--- config.mk ---
export PLATFORM = sky130hd
export DESIGN_NAME = usb_bit_stuff_nrzi_tx
export DESIGN_NICKNAME = d
export VERILOG_FILES = /design/src/rtl/usb_pkg.sv /design/src/rtl/usb_nrzi_enc.sv /design/src/rtl/usb_bit_stuff_nrzi_tx.sv
export SDC_FILE = /design/constraint.sdc
export NUM_CORES = 1
export LEC_CHECK = 0
export ABC_CLOCK_PERIOD_IN_PS = 2000
export BUFFER_PORTS_ARGS = -buffer_cell sky130_fd_sc_hd__buf_2
export CORE_MARGIN = 4
export CORE_UTILIZATION = 47
export DETAILED_ROUTE_END_ITERATION = 16
export GPL_TIMING_DRIVEN = 0
export PLACE_DENSITY = 0.7
export RECOVER_POWER = 25
export SETUP_SLACK_MARGIN = 0.5
export SYNTH_ARGS = -nofsm -noshare
export SYNTH_HDL_FRONTEND = slang
export SYNTH_SLANG_ARGS = --single-unit
export TNS_END_PERCENT = 1
--- constraint.sdc ---
create_clock -name clk -period 2 [get_ports clk]
set_input_delay 0.6 -clock clk [delete_from_list [all_inputs] [get_ports clk]]
set_output_delay 0.6 -clock clk [all_outputs]
set_load 0.02 [all_outputs]
--- src/rtl/usb_pkg.sv ---
// -----------------------------------------------------------------------------
// usb_pkg
//   Shared constants and types for the USB transmit bit-level path.
//
//   USB_RUN_LEN_DEFAULT : number of consecutive raw 1s that forces a stuffed 0
//   USB_J_LEVEL         : idle (J) line level
//   USB_K_LEVEL         : opposite (K) line level
//   usb_emit_t          : one emission slot as seen by the line side
// -----------------------------------------------------------------------------
package usb_pkg;

  localparam int   USB_RUN_LEN_DEFAULT = 6;
  localparam logic USB_J_LEVEL         = 1'b1;
  localparam logic USB_K_LEVEL         = 1'b0;

  // One emitted bit: raw (pre-NRZI) value, whether it was inserted by the
  // stuffer, and whether the slot carries a bit at all.
  typedef struct packed {
    logic valid;
    logic stuffed;
    logic raw;
  } usb_emit_t;

  // NRZI rule: a raw 0 produces a line transition, a raw 1 holds the line.
  function automatic logic usb_nrzi_toggles(input logic raw);
    return ~raw;
  endfunction

endpackage

--- src/rtl/usb_nrzi_enc.sv ---
// -----------------------------------------------------------------------------
// usb_nrzi_enc
//   Holds the NRZI line register. The line flips whenever en_toggle is set
//   and returns to the idle level on reset or on a packet-boundary clear.
//
//   clk        in  system clock
//   nRST       in  asynchronous reset, active low
//   en_toggle  in  flip the line on this clock edge
//   clr        in  synchronous return to IDLE_LEVEL (wins over en_toggle)
//   line       out current line level
// -----------------------------------------------------------------------------
module usb_nrzi_enc
  import usb_pkg::*;
#(
  parameter logic IDLE_LEVEL = USB_J_LEVEL
) (
  input  logic clk,
  input  logic nRST,
  input  logic en_toggle,
  input  logic clr,
  output logic line
);

  logic line_q;
  logic line_d;

  always_comb begin
    line_d = line_q;
    if (clr) begin
      line_d = IDLE_LEVEL;
    end else if (en_toggle) begin
      line_d = ~line_q;
    end
  end

  always_ff @(posedge clk or negedge nRST) begin
    if (!nRST) begin
      line_q <= IDLE_LEVEL;
    end else begin
      line_q <= line_d;
    end
  end

  assign line = line_q;

endmodule

--- src/rtl/usb_bit_stuff_nrzi_tx.sv ---
// -----------------------------------------------------------------------------
// usb_bit_stuff_nrzi_tx
//   Transmit-side USB bit stuffer with integrated NRZI encoder. After RUN_LEN
//   consecutive counted raw 1s a 0 is inserted; the source is stalled (in_ready
//   low) for that slot. Bypass bits are passed through without being counted.
//   One bit time advances per en tick; emissions appear one clk after en.
//
//   clk          in   system clock
//   nRST         in   asynchronous reset, active low
//   en           in   bit-time strobe, one clk wide
//   clr          in   synchronous packet-boundary clear (beats en)
//   in_bit       in   raw data bit
//   in_valid     in   in_bit is valid
//   in_bypass    in   in_bit is neither counted nor stuffed
//   in_ready     out  bit is consumed this clk when in_valid & en
//   out_bit      out  NRZI-encoded line bit
//   out_raw      out  pre-NRZI bit, stuffed bits included
//   out_valid    out  one-clk pulse, out_bit/out_raw updated
//   out_stuffed  out  qualifies out_valid: bit was inserted
//   stuff_total  out  saturating count of inserted bits since reset
// -----------------------------------------------------------------------------
module usb_bit_stuff_nrzi_tx
  import usb_pkg::*;
#(
  parameter int   RUN_LEN    = USB_RUN_LEN_DEFAULT,
  parameter logic IDLE_LEVEL = USB_J_LEVEL,
  parameter int   STAT_W     = 16
) (
  input  logic              clk,
  input  logic              nRST,
  input  logic              en,
  input  logic              clr,
  input  logic              in_bit,
  input  logic              in_valid,
  input  logic              in_bypass,
  output logic              in_ready,
  output logic              out_bit,
  output logic              out_raw,
  output logic              out_valid,
  output logic              out_stuffed,
  output logic [STAT_W-1:0] stuff_total
);

  localparam int                RUN_W   = $clog2(RUN_LEN + 1);
  localparam logic [RUN_W-1:0]  RUN_MAX = RUN_W'(RUN_LEN);

  generate
    if (RUN_LEN < 1) begin : g_bad_run_len
      $error("usb_bit_stuff_nrzi_tx: RUN_LEN must be at least 1");
    end
  endgenerate

  function automatic logic [STAT_W-1:0] sat_inc(input logic [STAT_W-1:0] v);
    return (&v) ? v : v + 1'b1;
  endfunction

  logic [RUN_W-1:0]  run_q;
  logic [RUN_W-1:0]  run_d;
  usb_emit_t         emit_q;
  usb_emit_t         emit_d;
  logic [STAT_W-1:0] stat_q;
  logic [STAT_W-1:0] stat_d;
  logic              stuff_pend;
  logic              line;

  // A full run means the next bit slot belongs to the stuffed 0.
  assign stuff_pend = (run_q == RUN_MAX);

  // nRST gating keeps the source stalled while the block is held in reset.
  assign in_ready = nRST & en & ~clr & ~stuff_pend;

  always_comb begin
    run_d          = run_q;
    stat_d         = stat_q;
    emit_d.valid   = 1'b0;
    emit_d.stuffed = 1'b0;
    emit_d.raw     = emit_q.raw;
    if (clr) begin
      // Dropping the run also drops any pending stuff.
      run_d = '0;
    end else if (en) begin
      if (stuff_pend) begin
        emit_d.valid   = 1'b1;
        emit_d.stuffed = 1'b1;
        emit_d.raw     = 1'b0;
        run_d          = '0;
        stat_d         = sat_inc(stat_q);
      end else if (in_valid) begin
        emit_d.valid = 1'b1;
        emit_d.raw   = in_bit;
        if (in_bypass || !in_bit) begin
          run_d = '0;
        end else begin
          run_d = run_q + 1'b1;
        end
      end
    end
  end

  always_ff @(posedge clk or negedge nRST) begin
    if (!nRST) begin
      run_q          <= '0;
      stat_q         <= '0;
      emit_q.valid   <= 1'b0;
      emit_q.stuffed <= 1'b0;
      emit_q.raw     <= 1'b1;
    end else begin
      run_q  <= run_d;
      stat_q <= stat_d;
      emit_q <= emit_d;
    end
  end

  usb_nrzi_enc #(
    .IDLE_LEVEL (IDLE_LEVEL)
  ) u_nrzi (
    .clk       (clk),
    .nRST      (nRST),
    .en_toggle (emit_d.valid & usb_nrzi_toggles(emit_d.raw)),
    .clr       (clr),
    .line      (line)
  );

  assign out_bit     = line;
  assign out_raw     = emit_q.raw;
  assign out_valid   = emit_q.valid;
  assign out_stuffed = emit_q.stuffed;
  assign stuff_total = stat_q;

endmodule

; ---- Word level (Yosys, flattened, before mapping)
; Index checks and enable logic that the tools add are counted.
[word_totals]
register_bits = 23
in_bits = 7
out_inout_bits = 21
word_cells = 40
[classes]
addsub = 2
n_eq_ne = 1
mux = 14
n_bitwise = 9
n_reduce_logical = 8
[op_table]
columns = op, n
row1 = two-way mux 3 bit, 7
row2 = "adder 16 x 1 -> 16 bit, second input constant", 1
row3 = AND reduction 16 bit, 1
row4 = two-way mux 1 bit, 7
row5 = inverter 1 bit, 5
row6 = AND 1 bit, 4
row7 = AND reduction 4 bit, 1
row8 = nonzero test 2 bit, 2
row9 = "adder 3 x 1 -> 3 bit, second input constant", 1
row10 = "== test 3 bit, second input constant", 1
row11 = nonzero test 3 bit, 1
row12 = AND reduction 2 bit, 1
row13 = zero test 1 bit, 1
row14 = logical OR 1 bit, 1

; ---- Logic depth before layout (Yosys ltp)
; Gate-level depths: netlist (run 1).
[depth]
word_depth = 8
depth_mapped = 7
depth_no_buf = 6

; ---- Modules after synthesis
; A second synthesis (run 1) with hierarchy kept.
[hier_totals]
hier_cells = 111
area_unflattened_um2 = 1188.6
[by_module_without_submodules]
columns = module, instances, cells_each, area_per_inst_um2, seq_area_each_um2
row1 = usb_bit_stuff_nrzi_tx, 1, 108, 1147.4, 551.8
row2 = usb_nrzi_enc, 1, 3, 41.3, 26.3

; ---- Least setup slack after synthesis (run 1)
; Ideal clock, no wire load.
[synth_path]
path_kind = input to register
start = input port clr
end = register stat_q[15], in the netlist stuff_total[15]
setup_time_ns = 0.125
arrival_ns = 1.800
required_ns = 1.875
path_slack_ns = 0.075
path_stages = 4
path_buffers = 0
path_cell_list = nand4b_1 or4_1 nor2_1 mux2_2
[synth_between]
elab_chain_len = 2
[synth_rtl]
columns = item, line
row1 = "start, declared", usb_bit_stuff_nrzi_tx.sv:32  ; input logic clr,
row2 = inverter 1 bit (no source line), n/a
row3 = AND reduction 4 bit (no source line), n/a
row4 = "end signal, assigned", usb_bit_stuff_nrzi_tx.sv:109  ; stat_q <= stat_d;
row5 = "end, declared", usb_bit_stuff_nrzi_tx.sv:61  ; logic [STAT_W-1:0] stat_q;
; Every way passes these cells.
; A chain may end at the register's enable or synchronous reset.

; ---- Worst setup path after layout (run 1)
[layout_path]
start = register run_q[0]
end = output port in_ready
[layout_between]
elab_chain_len = 3
[layout_rtl]
columns = item, line
row1 = "start, declared", usb_bit_stuff_nrzi_tx.sv:57  ; logic [RUN_W-1:0] run_q;
row2 = "start signal, assigned", usb_bit_stuff_nrzi_tx.sv:108  ; run_q <= run_d;
row3 = == test 3 bit, usb_bit_stuff_nrzi_tx.sv:67  ; assign stuff_pend = (run_q == RUN_MAX);
row4 = inverter 1 bit, usb_bit_stuff_nrzi_tx.sv:70  ; assign in_ready = nRST & en & ~clr & ~stuff_pend;
row5 = AND 1 bit, usb_bit_stuff_nrzi_tx.sv:70
row6 = "end, declared", usb_bit_stuff_nrzi_tx.sv:36  ; output logic in_ready,
; Every way passes these cells.

==> out/results.ini, run 1 <==
[run_status]
status = finished clean

[routing]
routed_wl_microns = 2480
drc = 0
firstDrtPassIters = 3
wl_per_cell_microns = 14.3
drt_iter0_drc = 32
ant_nets = 0
avgViaCountPerCell = 5.40
vias = 940

[logic_synthesis]
yosysUniqueCellTypes = 32
ys_ff_latch = 23
synth_top_cell_area_share = 0.449
synthFlopType = dfrtp_1
async_flop_share = 1.00
synth-edff-count = 0
postSynthAreaPerCell_sq_um = 10.4
synth_nets = 123
synth_area_sq_um = 1170
synth.largest_area_cell = dfrtp_1
synthTopCellsByArea = dfrtp_1 45%, xor2_1 8.2%, dfstp_2 4.5%
ys_seq_area_frac = 0.494
syn_inst = 113
yosysWarningCount = 0

[global_routing]
first_global_vias = 908
overflow = 0
grt_max_degree = 25
antenna_found_initial = 0
grt_pass1_wl_microns = 4080
grtUsageTotal = 0.154

[sta]
final-setup-viol-count = 0
finalCritPeriodShare = 0.977
maxSlewHeadroom = 0.643
fmax_ghz = 0.512
report.final.slew_viol_count = 0
hold_violations = 0
rsz0062_at_grt = yes
skew_ns = 0.00466
tightest_slew_ns = 0.521
fin_crit_ns = 1.95

[floorplan]
rows = 17
start_util = 0.509
die_w_microns = 57.9
core_area_sq_um = 2300
die_area_sq_um = 3350
die_h_microns = 57.9
num_io_pins = 28

[critical_path]
worstPathArrival_ns = 1.35
worstRegToRegCells = 6
crit_fanout = 4
reg2reg_to = stuff_total[14]$_DFFE_PN0P_
ff2ff_setup_slack_ns = 0.14
path_class = register to output port
endpoint_kind = output port
critPathLaunchType = register
worstReg2RegStart = run_q[0]$_DFFE_PN0P_
cp.required_ns = 1.40

[placement]
hpwl_microns = 1690
io_buffers = 27
dp_cells = 168
place_congestion = 0.791

[pwr]
leakage_nw = 0.753
power_density_nw_per_um2 = 470
peakVddDrop_mv = 0.574

[cts]
clk_pin_slew_ns = 0.13
cts.sinks = 23
numCtsBuffers = 3
htree_num_levels = 1
clockRootBuffer = clkbuf_4
clock_latency_ns = 0.31
cts_buffer_depth = 2
cts_tree = built

[layout]
stdcell_count = 174
insertedDiodeCount = 0
nets = 157
final_common_cell = buf_6
utilization = 0.692
drive_above_1_share = 0.418
mostFrequentLayoutCells = 20 x buf_6, 11 x xor2_1, 11 x dfrtp_1
syn_to_final_growth_pct = 35.9

[job]
drv_cap = 0

[hold_path]
hp-class = input pin to asynchronous set/reset pin

[Yosys cell counts (3+ instances only)]
cell type and number:
nand2b_1 4, nand2_1 9, nor3_1 3, a21oi_1 7
nor2_1 6, nand4_1 5, nand3_1 7, dfrtp_1 21
inv_1 5, clkbuf_1 3, xor2_1 11, a211oi_1 4
ha_1 3
[registers in the layout, indices dropped and copies added (netlist names)]
name / count
run_q: 3
u_nrzi.line: 1
out_raw: 1
out_stuffed: 1
stuff_total: 16
out_valid: 1
[worst max-delay path: stages, from the launching register on]
cell and delay [ns]:
dfrtp_1 0.40, inv_1 0.06, ha_2 0.21, nand2_2 0.06, and3_4 0.18, buf_6 0.12
[power by group]
| part | leakage (nW) | internal (W) | switching, W | total [W] |
|---|---|---|---|---|
| logic | 0.443 | 0.0000223 | 0.0000308 | 0.0000531 |
| clock network | 0.0177 | 0.0000748 | 0.000143 | 0.000218 |
| registers | 0.292 | 0.000473 | 0.00000352 | 0.000477 |
| total | 0.753 | 0.000570 | 0.000178 | 0.000748 |
[repair_timing]
| action | in CTS | in global routing |
|---|---|---|
| resized for setup | 6 | 52 |
| endpoints found under the setup margin | 34 | 39 |
| hold buffers | 0 | 0 |
| pin swaps | 0 | 6 |
| setup buffers | 2 | 0 |
[cells by family after synthesis]
logic type,share of synthesized area
xor+xnor,0.0973
buf+inv,0.0257
mux,0.0192
flops,0.494
fa+ha+maj,0.0321
simple gates,0.212
compound gates,0.120
[cell type report]
class / instances / area (sq um)
flip-flops and latches: 23 / 591
clock buffers: 3 / 22.5
repair buffers: 29 / 278
clock inverters: 1 / 5.00
plain buffers: 3 / 16.3
well taps: 28 / 35.0
multi-input cells: 82 / 624
inverters: 5 / 18.8
fillers: 184 / 707
[per-layer routing]
metal,up-vias,part of all wire,global-route usage
li1,472,-,-
met1,447,0.47,0.199
met3,2,0.050,0.0535
met2,19,0.48,0.258
met4,0,0.0056,0.0199
met5,-,0,0
[worst max path at each step]
stage,startpoint,endpoint,slack (ns),cells after the start
4_1_cts,run_q[0]$_DFFE_PN0P_,in_ready,0.06,5
2_1_floorplan,clr,stuff_total[15]$_DFFE_PN0P_,0.22,4
3_5_place_dp,nRST,in_ready,-0.06,3
6_report,run_q[0]$_DFFE_PN0P_,in_ready,0.05,5
5_1_grt,run_q[0]$_DFFE_PN0P_,in_ready,-0.008,5
3_3_place_gp,nRST,in_ready,-0.05,3
[through the flow]
step                hold WS (ns)   TNS, ns  setup slack, ns  total power [W]  area, sq um
detailed placement         0.478    -0.107          -0.0636         0.000530         1380
global route               0.161  -0.00788         -0.00788         0.000779         1590
floorplan                  0.304         0            0.220         0.000505         1210
global placement           0.470   -0.0584          -0.0515         0.000529         1380
finish                     0.152         0           0.0465         0.000748         1590
CTS                        0.161         0           0.0613         0.000750         1450
No activity file was read; power rests on OpenSTA's default activity.
==> inputs of run 2 (changes only) <==
Settings changed: SETUP_SLACK_MARGIN 0.5 to 0.4.
==> out/results.ini, run 2 (synthesis gave the netlist of run 1 again) <==
[sta]
tightest_slew_ns = 0.511  ; -0.0100 ns
final-setup-viol-count = 0  ; unchanged
maxSlewHeadroom = 0.650  ; +0.00685
skew_ns = 0.00199  ; -0.00267 ns
fin_crit_ns = 1.95  ; -0.00571 ns
fmax_ghz = 0.513  ; +0.29%
worst_hold_slack_ns = 0.154  ; +0.00145 ns
finalCritPeriodShare = 0.974  ; -0.00285
rsz0062_at_grt = yes
report.final.slew_viol_count = 0  ; unchanged
hold_violations = 0  ; unchanged

[critical_path]
worstPathArrival_ns = 1.35  ; about the same
path_buf_inv = 2  ; unchanged
endpoint_kind = output port
worstRegToRegCells = 6  ; unchanged
cp_slowest_cell = dfrtp_1
cp.required_ns = 1.40  ; about the same
cp_top_family = flip-flops
worstReg2RegStart = run_q[0]$_DFFE_PN0P_
crit_fanout = 4  ; unchanged
ff2ff_setup_slack_ns = 0.15  ; about the same
worstPathCellList = inv_1, ha_2, nand2_2, and3_4, buf_6
reg2reg_to = stuff_total[14]$_DFFE_PN0P_
max_stage_delay_ns = 0.40  ; about the same
critPathLaunchType = register
path_class = register to output port

[global_routing]
antenna_found_initial = 0  ; unchanged
grtUsageTotal = 0.154  ; unchanged
grt_max_degree = 25  ; unchanged
overflow = 0  ; unchanged
grt_pass1_wl_microns = 4080  ; unchanged
first_global_vias = 908  ; unchanged

[placement]
dpl_cell_area_sq_um = 1380  ; unchanged
io_buffers = 27  ; unchanged
dp_cells = 168  ; unchanged
place_congestion = 0.791  ; unchanged
hpwl_microns = 1690  ; unchanged

[layout]
utilization = 0.650  ; -0.0419
drive_above_1_share = 0.397  ; -0.0205
syn_to_final_growth_pct = 27.7
fin_area_sq_um = 1490  ; -6.1%
insertedDiodeCount = 0  ; unchanged
largest_reg_flops = 16  ; unchanged
stdcell_count = 174  ; unchanged
final_common_cell = buf_2
nets = 157  ; unchanged
mostFrequentLayoutCells = 19 x buf_2, 14 x dfrtp_1, 11 x xor2_1
num-fill-cells = 202  ; +9.8%

[floorplan]
die_w_microns = 57.9  ; unchanged
die_area_sq_um = 3350  ; unchanged
die_h_microns = 57.9  ; unchanged
start_util = 0.509  ; unchanged
core_area_sq_um = 2300  ; unchanged
num_io_pins = 28  ; unchanged
rows = 17  ; unchanged

[job]
drv_cap = 0  ; unchanged

[pwr]
leakage_nw = 0.745  ; -0.98%
power_density_nw_per_um2 = 501  ; +6.4%
peakVddDrop_mv = 0.562  ; -2.1%

[routing]
drt_iter0_drc = 28  ; -13%
avgViaCountPerCell = 5.44  ; +0.64%
ant_nets = 0  ; unchanged
routed_wl_microns = 2420  ; -2.4%
wl_per_cell_microns = 13.9  ; -2.4%
drc = 0  ; unchanged
firstDrtPassIters = 4  ; +1
vias = 946  ; +0.64%

[cts]
cts_buffer_depth = 2  ; unchanged
cts.sinks = 23  ; unchanged
clock_latency_ns = 0.31  ; about the same
numCtsBuffers = 3  ; unchanged
cts_tree = built
clk_pin_slew_ns = 0.13  ; about the same
htree_num_levels = 1  ; unchanged
clockRootBuffer = clkbuf_4

[hold_path]
hp-class = input pin to asynchronous set/reset pin

[run_status]
status = finished clean

run 2: how the worst max path moves through the flow:
stage                               startpoint                     endpoint  slack (ns)  cells after the start
after global placement                    nRST                     in_ready       -0.05                      3
final                     run_q[0]$_DFFE_PN0P_                     in_ready        0.05                      5
after global routing      run_q[0]$_DFFE_PN0P_                     in_ready      -0.007                      5
after CTS                 run_q[0]$_DFFE_PN0P_                     in_ready        0.06                      5
after detailed placement                  nRST                     in_ready       -0.06                      3
after floorplan                            clr  stuff_total[15]$_DFFE_PN0P_        0.22                      4
run 2: final cells by class:
type	count	area, sq um	area share
Timing Repair Buffer	29	185	0.124
Multi-Input combinational cell	82	624	0.418
Buffer	3	16.3	0.0109
Sequential cell	23	587	0.393
Clock buffer	3	22.5	0.0151
Inverter	5	18.8	0.0126
Clock inverter	1	5.00	0.00335
Tap cell	28	35.0	0.0235
run 2: power breakdown:
part | total, W | leakage [nW] | switching, W | internal (W)
clock | 0.000218 | 0.0177 | 0.000143 | 0.0000748
sequential | 0.000477 | 0.297 | 0.00000350 | 0.000473
combinational | 0.0000532 | 0.431 | 0.0000308 | 0.0000223
total | 0.000748 | 0.745 | 0.000177 | 0.000570
run 2: routing by layer:
layer	vias up	global-route usage	wire [microns]
met4	0	0.0199	14
met3	2	0.0535	127
met1	450	0.199	1140
met2	23	0.258	1140
met5	-	0	0
li1	471	-	-
run 2: metrics by stage:
step                      total power [W]  setup slack (ns)  TNS (ns)
after CTS                        0.000750            0.0613         0
after detailed placement         0.000530           -0.0636    -0.107
final                            0.000748            0.0523         0
after global routing             0.000779          -0.00710  -0.00710
after global placement           0.000529           -0.0515   -0.0584
after floorplan                  0.000505             0.220         0
run 2: timing repair:
item,in CTS,in global routing
buffers inserted,2,0
pin swaps,0,6
hold buffers,0,0
endpoints found under the setup margin,20,26
cloned,0,0
gates resized for setup,6,20
run 2: worst reg2reg max path, stage by stage (launching register included):
cell and delay, ns:
dfrtp_1 0.40, inv_1 0.06, ha_2 0.21, nand4b_1 0.16, or4_4 0.50, nor4_4 0.30, xor2_1 0.16
==> inputs of run 3 (changes only) <==
Settings changed: ABC_AREA set to 0, CORE_MARGIN 4 to 3.
==> out/results.ini, run 3 (synthesis gave the netlist of run 1 again) <==
[routing]
firstDrtPassIters = 4  ; unchanged
wl_per_cell_microns = 13.7  ; -1.4%
vias = 973  ; +2.9%
met3_length_microns = 97  ; -24%
route.met2.wl_microns = 1160  ; +1.3%
avgViaCountPerCell = 5.59  ; +2.9%
met1Wirelength_microns = 1110  ; -2.6%
drt_iter0_drc = 10  ; -64%
drc = 0  ; unchanged
routed_wl_microns = 2390  ; -1.4%
top_layer = met4
ant_nets = 0  ; unchanged

[cts]
clock_latency_ns = 0.31  ; about the same
htree_num_levels = 1  ; unchanged
clockRootBuffer = clkbuf_4
cts.sinks = 23  ; unchanged
cts_tree = built
clk_pin_slew_ns = 0.13  ; about the same
hold_buffers = 0  ; unchanged
numCtsBuffers = 3  ; unchanged
cts_buffer_depth = 2  ; unchanged

[global_routing]
overflow = 0  ; unchanged
grtUsageTotal = 0.165  ; +0.0103
first_global_vias = 965  ; +6.3%
grt_max_degree = 25  ; unchanged
antenna_found_initial = 0  ; unchanged
grt_pass1_wl_microns = 4220  ; +3.6%

[layout]
drive_above_1_share = 0.384  ; -0.0137
mostFrequentLayoutCells = 21 x buf_2, 15 x dfrtp_1, 11 x xor2_1
insertedDiodeCount = 0  ; unchanged
syn_to_final_growth_pct = 27.5
utilization = 0.655  ; +0.00498
final_common_cell = buf_2
stdcell_count = 174  ; unchanged
num-fill-cells = 193  ; -4.5%
nets = 157  ; unchanged
largest_reg_flops = 16  ; unchanged

[critical_path]
cp.required_ns = 1.40  ; about the same
crit_fanout = 4  ; unchanged
worstReg2RegStart = run_q[0]$_DFFE_PN0P_
worstPathArrival_ns = 1.34  ; about the same
path_class = register to output port
endpoint_kind = output port
startpoint = run_q[0]$_DFFE_PN0P_
critPathLaunchType = register

[pwr]
leakage_nw = 0.744  ; -0.14%
peakVddDrop_mv = 0.378  ; -33%
power_density_nw_per_um2 = 501  ; +0.19%
total_power_w = 0.000748  ; about the same

[floorplan]
core_area_sq_um = 2280  ; -0.93%
rows = 17  ; unchanged
die_h_microns = 55.9  ; -3.5%
die_area_sq_um = 3120  ; -6.8%
die_w_microns = 55.9  ; -3.5%
start_util = 0.514  ; +0.00476
num_io_pins = 28  ; unchanged

[placement]
dp_cells = 168  ; unchanged
io_buffers = 27  ; unchanged
hpwl_microns = 1720  ; +2.3%
place_congestion = 0.732  ; -7.4%

[sta]
timing.setup.tns_ns = 0  ; unchanged
hold_violations = 0  ; unchanged
tightest_slew_ns = 0.495  ; -0.0160 ns
finalCritPeriodShare = 0.970  ; -0.00397
fin_crit_ns = 1.94  ; -0.00795 ns
rsz0062_at_grt = yes
worst_hold_slack_ns = 0.163  ; +0.00919 ns
maxSlewHeadroom = 0.661  ; +0.0109
skew_ns = 0.00425  ; +0.00225 ns
fmax_ghz = 0.516  ; +0.41%
report.final.slew_viol_count = 0  ; unchanged
final-setup-viol-count = 0  ; unchanged

[run_status]
status = finished clean

[hold_path]
hp-class = input pin to asynchronous set/reset pin

[job]
drv_cap = 0  ; unchanged

[run 3: area by class of cell]
type / instances / area [sq um] / share of cell area
Multi-Input combinational cell: 82 / 622 / 0.417
Tap cell: 28 / 35.0 / 0.0235
Clock buffer: 3 / 22.5 / 0.0151
Buffer: 3 / 16.3 / 0.0109
Sequential cell: 23 / 586 / 0.393
Inverter: 5 / 18.8 / 0.0126
Timing Repair Buffer: 29 / 184 / 0.123
Clock inverter: 1 / 7.51 / 0.00503
[run 3: stage by stage]
step,setup WS [ns],instance area [sq um]
after detailed placement,-0.0612,1380
final,0.0602,1490
after floorplan,0.220,1210
after global placement,-0.0474,1380
after CTS,0.0587,1450
after global routing,-0.0468,1490
[run 3: final timing paths]
kind | endpoint | slack [ns] | cells past startpoint
min reg2reg | stuff_total[14]$_DFFE_PN0P_ | 0.49 | 1
max reg2reg | stuff_total[9]$_DFFE_PN0P_ | 0.14 | 7
max in group asynchronous | out_raw$_DFF_PN1_ | 1.55 | 1
max | in_ready | 0.06 | 5
min in group clk | stuff_total[14]$_DFFE_PN0P_ | 0.49 | 1
min | stuff_total[12]$_DFFE_PN0P_ | 0.16 | 1
[run 3: repair_timing]
action,CTS,global route
setup buffers,2,0
pin swaps,0,5
gates cloned,0,0
gates resized for setup,6,17
setup endpoints to repair,20,24
[run 3: per-layer routing]
| metal | up-vias | global-route usage |
|---|---|---|
| met3 | 4 | 0.0348 |
| met2 | 21 | 0.277 |
| li1 | 476 | - |
| met1 | 472 | 0.217 |
| met4 | 0 | 0.0407 |
| met5 | - | 0 |
[run 3: power breakdown]
group | switching (W) | total, W | internal (W)
combinational | 0.0000314 | 0.0000537 | 0.0000223
clock | 0.000141 | 0.000218 | 0.0000762
sequential | 0.00000328 | 0.000477 | 0.000473
[run 3: critical path: stages, from the launching register on]
cell	delay, ns
dfrtp_1	0.40
inv_1	0.06
ha_2	0.20
nand2_2	0.06
and3_4	0.18
buf_6	0.12
